**config.mk**
```make
export PLATFORM = sky130hd
export DESIGN_NAME = keypad_scanner
export DESIGN_NICKNAME = d
export VERILOG_FILES = /design/src/rtl/keypad_scanner.sv
export SDC_FILE = /design/constraint.sdc
export NUM_CORES = 1
export LEC_CHECK = 0
export BUFFER_PORTS_ARGS = -buffer_cell sky130_fd_sc_hd__buf_2
export CORE_MARGIN = 10
export CORE_UTILIZATION = 33
export CTS_BUF_LIST = sky130_fd_sc_hd__clkbuf_8
export DETAILED_ROUTE_END_ITERATION = 7
export HOLD_SLACK_MARGIN = 0.02
export SYNTH_ARGS = -nofsm -noshare
export SYNTH_HDL_FRONTEND = slang
export SYNTH_SLANG_ARGS = --single-unit
```
**constraint.sdc**
```tcl
create_clock -name clk -period 3.15 [get_ports clk]
set_clock_uncertainty 0.15 [all_clocks]
set_input_delay 0.63 -clock clk [delete_from_list [all_inputs] [get_ports clk]]
set_output_delay 0.63 -clock clk [all_outputs]
set_load 0.01 [all_outputs]
```
**src/rtl/keypad_scanner.sv**
```systemverilog
// rtl/keypad_scanner.sv - 4x4 matrix keypad scanner with press/release debounce
// Drives one row low at a time, debounces the first key found, and reports its hex code.
module keypad_scanner #(
    parameter int SCAN_CYCLES     = 12000,
    parameter int DEBOUNCE_CYCLES = 240000
) (
    input  logic       clk,
    input  logic       reset,
    input  logic [3:0] cols,
    output logic [3:0] rows,
    output logic [3:0] digit_new,
    output logic [3:0] digit_old,
    output logic       key_valid
);

    // Counters only ever hold 0 .. N-1, so clog2(N) bits suffice.
    localparam int SW = (SCAN_CYCLES > 1) ? $clog2(SCAN_CYCLES) : 1;
    localparam int DW = (DEBOUNCE_CYCLES > 1) ? $clog2(DEBOUNCE_CYCLES) : 1;
    localparam logic [SW-1:0] SCAN_LAST = SW'(SCAN_CYCLES - 1);
    localparam logic [DW-1:0] DB_LAST   = DW'(DEBOUNCE_CYCLES - 1);

    typedef enum logic [1:0] {
        SCAN       = 2'd0,
        PRESS_DB   = 2'd1,
        HELD       = 2'd2,
        RELEASE_DB = 2'd3
    } state_t;

    state_t        state, state_d;
    logic [3:0]    sync1, colsync;
    logic [1:0]    row, row_d;
    logic [1:0]    col, col_d;
    logic [SW-1:0] dwell, dwell_d;
    logic [DW-1:0] db_cnt, db_d;
    logic [3:0]    rows_d, new_d, old_d;
    logic          valid_d;
    logic [1:0]    low_col;
    logic          col_level;

    function automatic logic [3:0] key_code(input logic [1:0] r, input logic [1:0] c);
        logic [3:0] code;
        case ({r, c})
            4'h0: code = 4'h1;
            4'h1: code = 4'h2;
            4'h2: code = 4'h3;
            4'h3: code = 4'hA;
            4'h4: code = 4'h4;
            4'h5: code = 4'h5;
            4'h6: code = 4'h6;
            4'h7: code = 4'hB;
            4'h8: code = 4'h7;
            4'h9: code = 4'h8;
            4'hA: code = 4'h9;
            4'hB: code = 4'hC;
            4'hC: code = 4'hE;
            4'hD: code = 4'h0;
            4'hE: code = 4'hF;
            default: code = 4'hD;
        endcase
        return code;
    endfunction

    // Two-flop synchronizer; idle (all released) value is all ones.
    always_ff @(posedge clk or posedge reset) begin
        if (reset) begin
            sync1   <= 4'b1111;
            colsync <= 4'b1111;
        end else begin
            sync1   <= cols;
            colsync <= sync1;
        end
    end

    // Lowest-index low column wins when several keys share the row.
    always_comb begin
        low_col = 2'd0;
        for (int i = 3; i >= 0; i--) begin
            if (!colsync[i]) low_col = 2'(i);
        end
    end

    assign col_level = colsync[col];

    always_comb begin
        state_d = state;
        row_d   = row;
        col_d   = col;
        dwell_d = dwell;
        db_d    = db_cnt;
        new_d   = digit_new;
        old_d   = digit_old;
        valid_d = 1'b0;
        case (state)
            SCAN: begin
                if (dwell == SCAN_LAST) begin
                    dwell_d = '0;
                    if (colsync != 4'b1111) begin
                        state_d = PRESS_DB;
                        col_d   = low_col;
                        db_d    = '0;
                    end else begin
                        row_d = row + 2'd1;
                    end
                end else begin
                    dwell_d = dwell + SW'(1);
                end
            end
            PRESS_DB: begin
                if (col_level) begin
                    state_d = SCAN;
                    dwell_d = '0;
                end else if (db_cnt == DB_LAST) begin
                    state_d = HELD;
                    old_d   = digit_new;
                    new_d   = key_code(row, col);
                    valid_d = 1'b1;
                end else begin
                    db_d = db_cnt + DW'(1);
                end
            end
            HELD: begin
                if (col_level) begin
                    state_d = RELEASE_DB;
                    db_d    = '0;
                end
            end
            RELEASE_DB: begin
                if (!col_level) begin
                    state_d = HELD;
                end else if (db_cnt == DB_LAST) begin
                    state_d = SCAN;
                    row_d   = 2'd0;
                    dwell_d = '0;
                end else begin
                    db_d = db_cnt + DW'(1);
                end
            end
            default: begin
                state_d = SCAN;
                row_d   = 2'd0;
                dwell_d = '0;
                db_d    = '0;
            end
        endcase
        rows_d = ~(4'b0001 << row_d);
    end

    always_ff @(posedge clk or posedge reset) begin
        if (reset) begin
            state     <= SCAN;
            row       <= 2'd0;
            col       <= 2'd0;
            dwell     <= '0;
            db_cnt    <= '0;
            rows      <= 4'b1110;
            digit_new <= 4'h0;
            digit_old <= 4'h0;
            key_valid <= 1'b0;
        end else begin
            state     <= state_d;
            row       <= row_d;
            col       <= col_d;
            dwell     <= dwell_d;
            db_cnt    <= db_d;
            rows      <= rows_d;
            digit_new <= new_d;
            digit_old <= old_d;
            key_valid <= valid_d;
        end
    end

endmodule

```
After elaboration in Yosys (flattened, before gate mapping)
Memories as Yosys holds them, arrays and structs flattened. A register that Yosys moved wholly into a read port is not among the register bits.
Index checks and enable logic that the tools add are counted.
{"block": "classes", "shifts": 1, "n_div": 0, "mux": 34, "addsub": 3, "mul": 0, "reduce_logical": 7, "n_lt_le_gt_ge": 1, "eq_ne": 15, "bitwise": 2}
{"op": "$mux 18", "count": 6}
{"op": "$pmux 18 s4", "count": 1}
{"op": "$mux 14", "count": 4}
{"op": "$pmux 14 s3", "count": 1}
{"op": "$mux 2", "count": 15}
{"op": "$add 18x1->18 const B", "count": 1}
{"op": "$eq 18x18->1 const B", "count": 1}
{"op": "$add 14x1->14 const B", "count": 1}
{"op": "$eq 14x14->1 const B", "count": 1}
{"op": "$ne 2x2->1 const B", "count": 7}
{"op": "$reduce_and 5->1", "count": 2}
{"op": "$pmux 2 s4", "count": 1}
{"op": "$ne 3x3->1 const B", "count": 2}
{"op": "$reduce_and 3->1", "count": 2}
{"op": "$eq 2x2->1 const B", "count": 2}
{"op": "$mux 1", "count": 4}
{"op": "$ne 4x4->1 const B", "count": 1}
{"op": "$not 4->4", "count": 1}
{"op": "$pmux 2 s2", "count": 1}
{"op": "$reduce_and 4->1", "count": 1}
{"op": "$shl 1x2->4 const A", "count": 1}
{"op": "$lt 2x3->1 const B", "count": 1}
{"op": "$reduce_bool 3->1", "count": 1}
{"op": "$add 2x1->2 const B", "count": 1}
{"op": "other kinds (4)", "count": 4}
{"block": "totals", "mem_bits_rw": 0, "out_inout_bits": 13, "word_cells": 74, "n_memories": 1, "latch_bits": 0, "mem_bits_ro": 64, "input_bits": 6, "reg_bits": 55}
{"memory": "(no name shown)", "depth": 16, "width": 4, "rd": 1, "rd_ports_with_merged_regs": 1, "write_ports": 0, "line": "42", "text": "case ({r, c})"}

Longest topological paths before layout
{"block": "depth", "depth_word": 6, "depth_mapped": 9, "mapped_depth_nobuf": 7}

Worst setup path after synthesis
Ideal clock, no wire load.
{"block": "synth_path", "path_type": "reg-to-reg", "startpoint": "register db_cnt[0]", "endpoint": "register dwell[12]", "required_time_ns": 2.921, "stages_incl_launch_ff": 8, "synth_period_minus_slack_ns": 2.588, "t_arrival_ns": 2.359, "n_path_buf": 1, "setup_slack_ns": 0.562, "cell_sequence": "dfrtp_1 ha_1 nand3_2 or4_4 o32a_1 buf_6 or4_1 a21oi_1"}
{"block": "synth_between", "elab_chain_cells": 3}
{"item": "start, declared", "line": "34", "text": "logic [DW-1:0] db_cnt, db_d;"}
{"item": "start signal, assigned", "line": "154", "text": "db_cnt <= '0;"}
{"item": "start signal, assigned", "line": "164", "text": "db_cnt <= db_d;"}
{"item": "$eq 18x18->1", "line": "130", "text": "end else if (db_cnt == DB_LAST) begin"}
{"item": "$ne 2x2->1 (no line)"}
{"item": "$reduce_and 4->1 (no line)"}
{"item": "end signal, assigned", "line": "163", "text": "dwell <= dwell_d;"}
{"item": "end, declared", "line": "33", "text": "logic [SW-1:0] dwell, dwell_d;"}
No other way between the ends.
A chain may end at the register's enable or synchronous reset.

Worst setup path after layout
{"block": "layout_path", "startpoint": "register db_cnt[0]", "endpoint": "register dwell[9]"}
Same word-level chain as after synthesis.

==> out/results.ini <==
[grt]
grt_pass1_vias = 2562
grt_util_all_layers = 0.101
antenna_found_initial = 0
grt-ovfl-total = 0
grt_pass1_wl_um = 12400
grt_max_degree = 60

[cts]
numCtsBuffers = 9
cts_resized = 0
hold_buffers = 0
tritoncts = built
clockBufferDepth = 2
cts_sinks = 59
clk_pin_slew_ns = 0.07
root_buffer = clkbuf_8
insertion_delay_ns = 0.34
cts_setup_buffers = 0
htreeDepth = 3

[routing]
vias_per_cell = 5.36
drt_wl_total_um = 7320
ant_nets = 0
dr.pass1.iters = 4
wire_per_inst_um = 14.6
dr_total_vias = 2693
drc = 0
drtIter0Drc = 143

[floorplanning]
die_h_um = 120
std_cell_rows = 36
coreArea_mm2 = 0.00977
io_pins = 19
initial_utilization = 0.340
die-area_mm2 = 0.0145
die_x_um = 120

[pwr]
pwr-share-clk = 0.422
peakVddDrop_mv = 0.243
power_density_mw_per_mm2 = 369
power_leakage_nw = 1.59
p_seq_frac = 0.558
internal_power_w = 0.00107
power.switching_w = 0.000314
combPwrFrac = 0.020
swShare = 0.227

[final_layout]
utilization = 0.383
layout-drive-gt1-share = 0.190
num_antenna_cells = 0
nNetsFinal = 382
final_common_cell = dfrtp_1
area_growth_pct = 12.6
mostFrequentLayoutCells = dfrtp_1, o31ai_1, nand2_1

[critical_path]
worstSetupEndpointType = flop
worst_r2r_path_depth = 6
worstPathMaxFanout = 21
worstSetupPathType = reg -> reg
crit_required_ns = 3.27
arrival_ns = 3.02
startpoint_type = flop

[placed_design]
place_congestion = 0.802
post-place-ws_ns = 0.270
hpwl_um = 4920
io_buffers = 18

[sta]
max_freq_ghz = 0.345
period_share = 0.921
max_slew_margin = 0.465
fin_setup_tns_ns = 0
tightest_slew_ns = 0.799
hold_violations = 0
drv_slew = 0
finalWorstSetupSlack_ns = 0.248
period_minus_slack_ns = 2.90
final-setup-viol-count = 0
rsz0062_at_grt = false

[synthesis]
synth.avg_cell_area_um2 = 9.68
netlist_area_mm2 = 0.00332
synth-seq-cells = 59
synthCells = 343
syn-num-nets = 361
ys_types = 53
yosysSeqAreaShare = 0.449
ys.flop_type = dfrtp_1
postSynth.asyncResetShare = 1.00
yosys_warnings = 0
synth_edf_count = 0

[outcome]
status = completed

[flow_run]
drv_cap = 0

[hold_path]
hold_path.class = in -> async

==> flip-flops by register name (all words and copies together) (netlist names), 2 cells and up, named ones only <==
signal / flops
db_cnt: 18
dwell: 14
colsync: 4
digit_new: 4
digit_old: 4
rows: 4
sync1: 4
col: 2
row: 2
==> cells in the mapped netlist, types with 3 or more instances <==
master	number	area share
clkbuf_1	9	0.010
or3_1	7	0.013
nor3_1	7	0.011
inv_1	13	0.015
mux2i_1	7	0.021
buf_2	4	0.0060
a21oi_1	21	0.032
o31ai_1	32	0.072
or4_1	9	0.020
and3_1	4	0.0075
ha_1	12	0.045
a31oi_1	6	0.011
nand3_1	17	0.026
nand4_1	5	0.0094
o41ai_1	3	0.0079
o21ai_0	19	0.029
and4_1	3	0.0079
and2_1	4	0.0075
nor4_1	5	0.0094
or2_2	4	0.0075
nand2_1	28	0.032
nor2_1	19	0.021
mux2_2	10	0.034
dfrtp_1	48	0.36
dfstp_2	11	0.087
nand2b_1	5	0.0094
==> through the flow <==
stage / power (W) / instance area [µm²] / hold slack, ns / cells
after CTS: 0.00141 / 3740 / 0.193 / 502
final: 0.00138 / 3740 / 0.201 / 502
after detailed placement: 0.000814 / 3580 / 0.197 / 486
after global routing: 0.00145 / 3740 / 0.203 / 502
after floorplan: 0.000800 / 3320 / 0.195 / 343
after global placement: 0.000812 / 3580 / 0.197 / 486
==> per-layer routing <==
metal / global-route usage / routed length [µm] / up-vias
met5: 0 / 0 / -
met4: 0.0249 / 68 / 0
met3: 0.0344 / 278 / 6
met2: 0.153 / 3300 / 44
met1: 0.135 / 3680 / 1302
li1: - / - / 1341
==> power by group through the flow <==
| stage | Combinational (W) | Sequential [W] | Clock [W] |
|---|---|---|---|
| 3_5_place_dp | 0.0000290 | 0.000785 | 0 |
| 5_1_grt | 0.0000320 | 0.000772 | 0.000645 |
| 4_1_cts | 0.0000291 | 0.000771 | 0.000609 |
| 2_1_floorplan | 0.0000167 | 0.000784 | 0 |
| 6_report | 0.0000272 | 0.000771 | 0.000584 |
| 3_3_place_gp | 0.0000283 | 0.000784 | 0 |
==> cells by family (layout without fill, tap and decap cells) <==
kind of cell / count (synthesis) / after routing / share of synthesized area
AO/OA/AOI/OAI: 99 / 99 / 0.198
flip-flops: 59 / 59 / 0.449
AND/OR/NAND/NOR: 125 / 125 / 0.203
adder cells (fa/ha/maj): 12 / 12 / 0.0452
multiplexers: 19 / 19 / 0.0686
buffers and inverters: 29 / 55 / 0.0369
==> worst paths after layout <==
path	startpoint	to	slack, ns
worst max-delay path	db_cnt[0]$_DFFE_PP0P_	dwell[9]$_DFFE_PP0P_	0.25
worst min-delay path	reset	db_cnt[4]$_DFFE_PP0P_	0.20
worst max register to register	db_cnt[0]$_DFFE_PP0P_	dwell[9]$_DFFE_PP0P_	0.25
worst min register to register	sync1[3]$_DFF_PP1_	colsync[3]$_DFF_PP1_	0.20
max in group asynchronous	reset	sync1[2]$_DFF_PP1_	2.35
min in group clk	sync1[3]$_DFF_PP1_	colsync[3]$_DFF_PP1_	0.20
==> worst max-delay path, cell delays in order (launching register included) <==
cell and delay [ns]:
dfrtp_1 0.41, ha_1 0.25, nand3_2 0.14, or4_4 0.57, o32a_1 0.58, or4_1 0.58, a21oi_1 0.15
==> layout make-up <==
class                           instances  area (µm²)
Timing Repair Buffer                   26         163
Multi-Input combinational cell        255        1710
Fill cell                            1005        6030
Clock buffer                           10         138
Inverter                               13        48.8
Clock inverter                          6        26.3
Tap cell                              133         166
Sequential cell                        59        1490
Note: power is estimated with default switching activity, not from simulation.
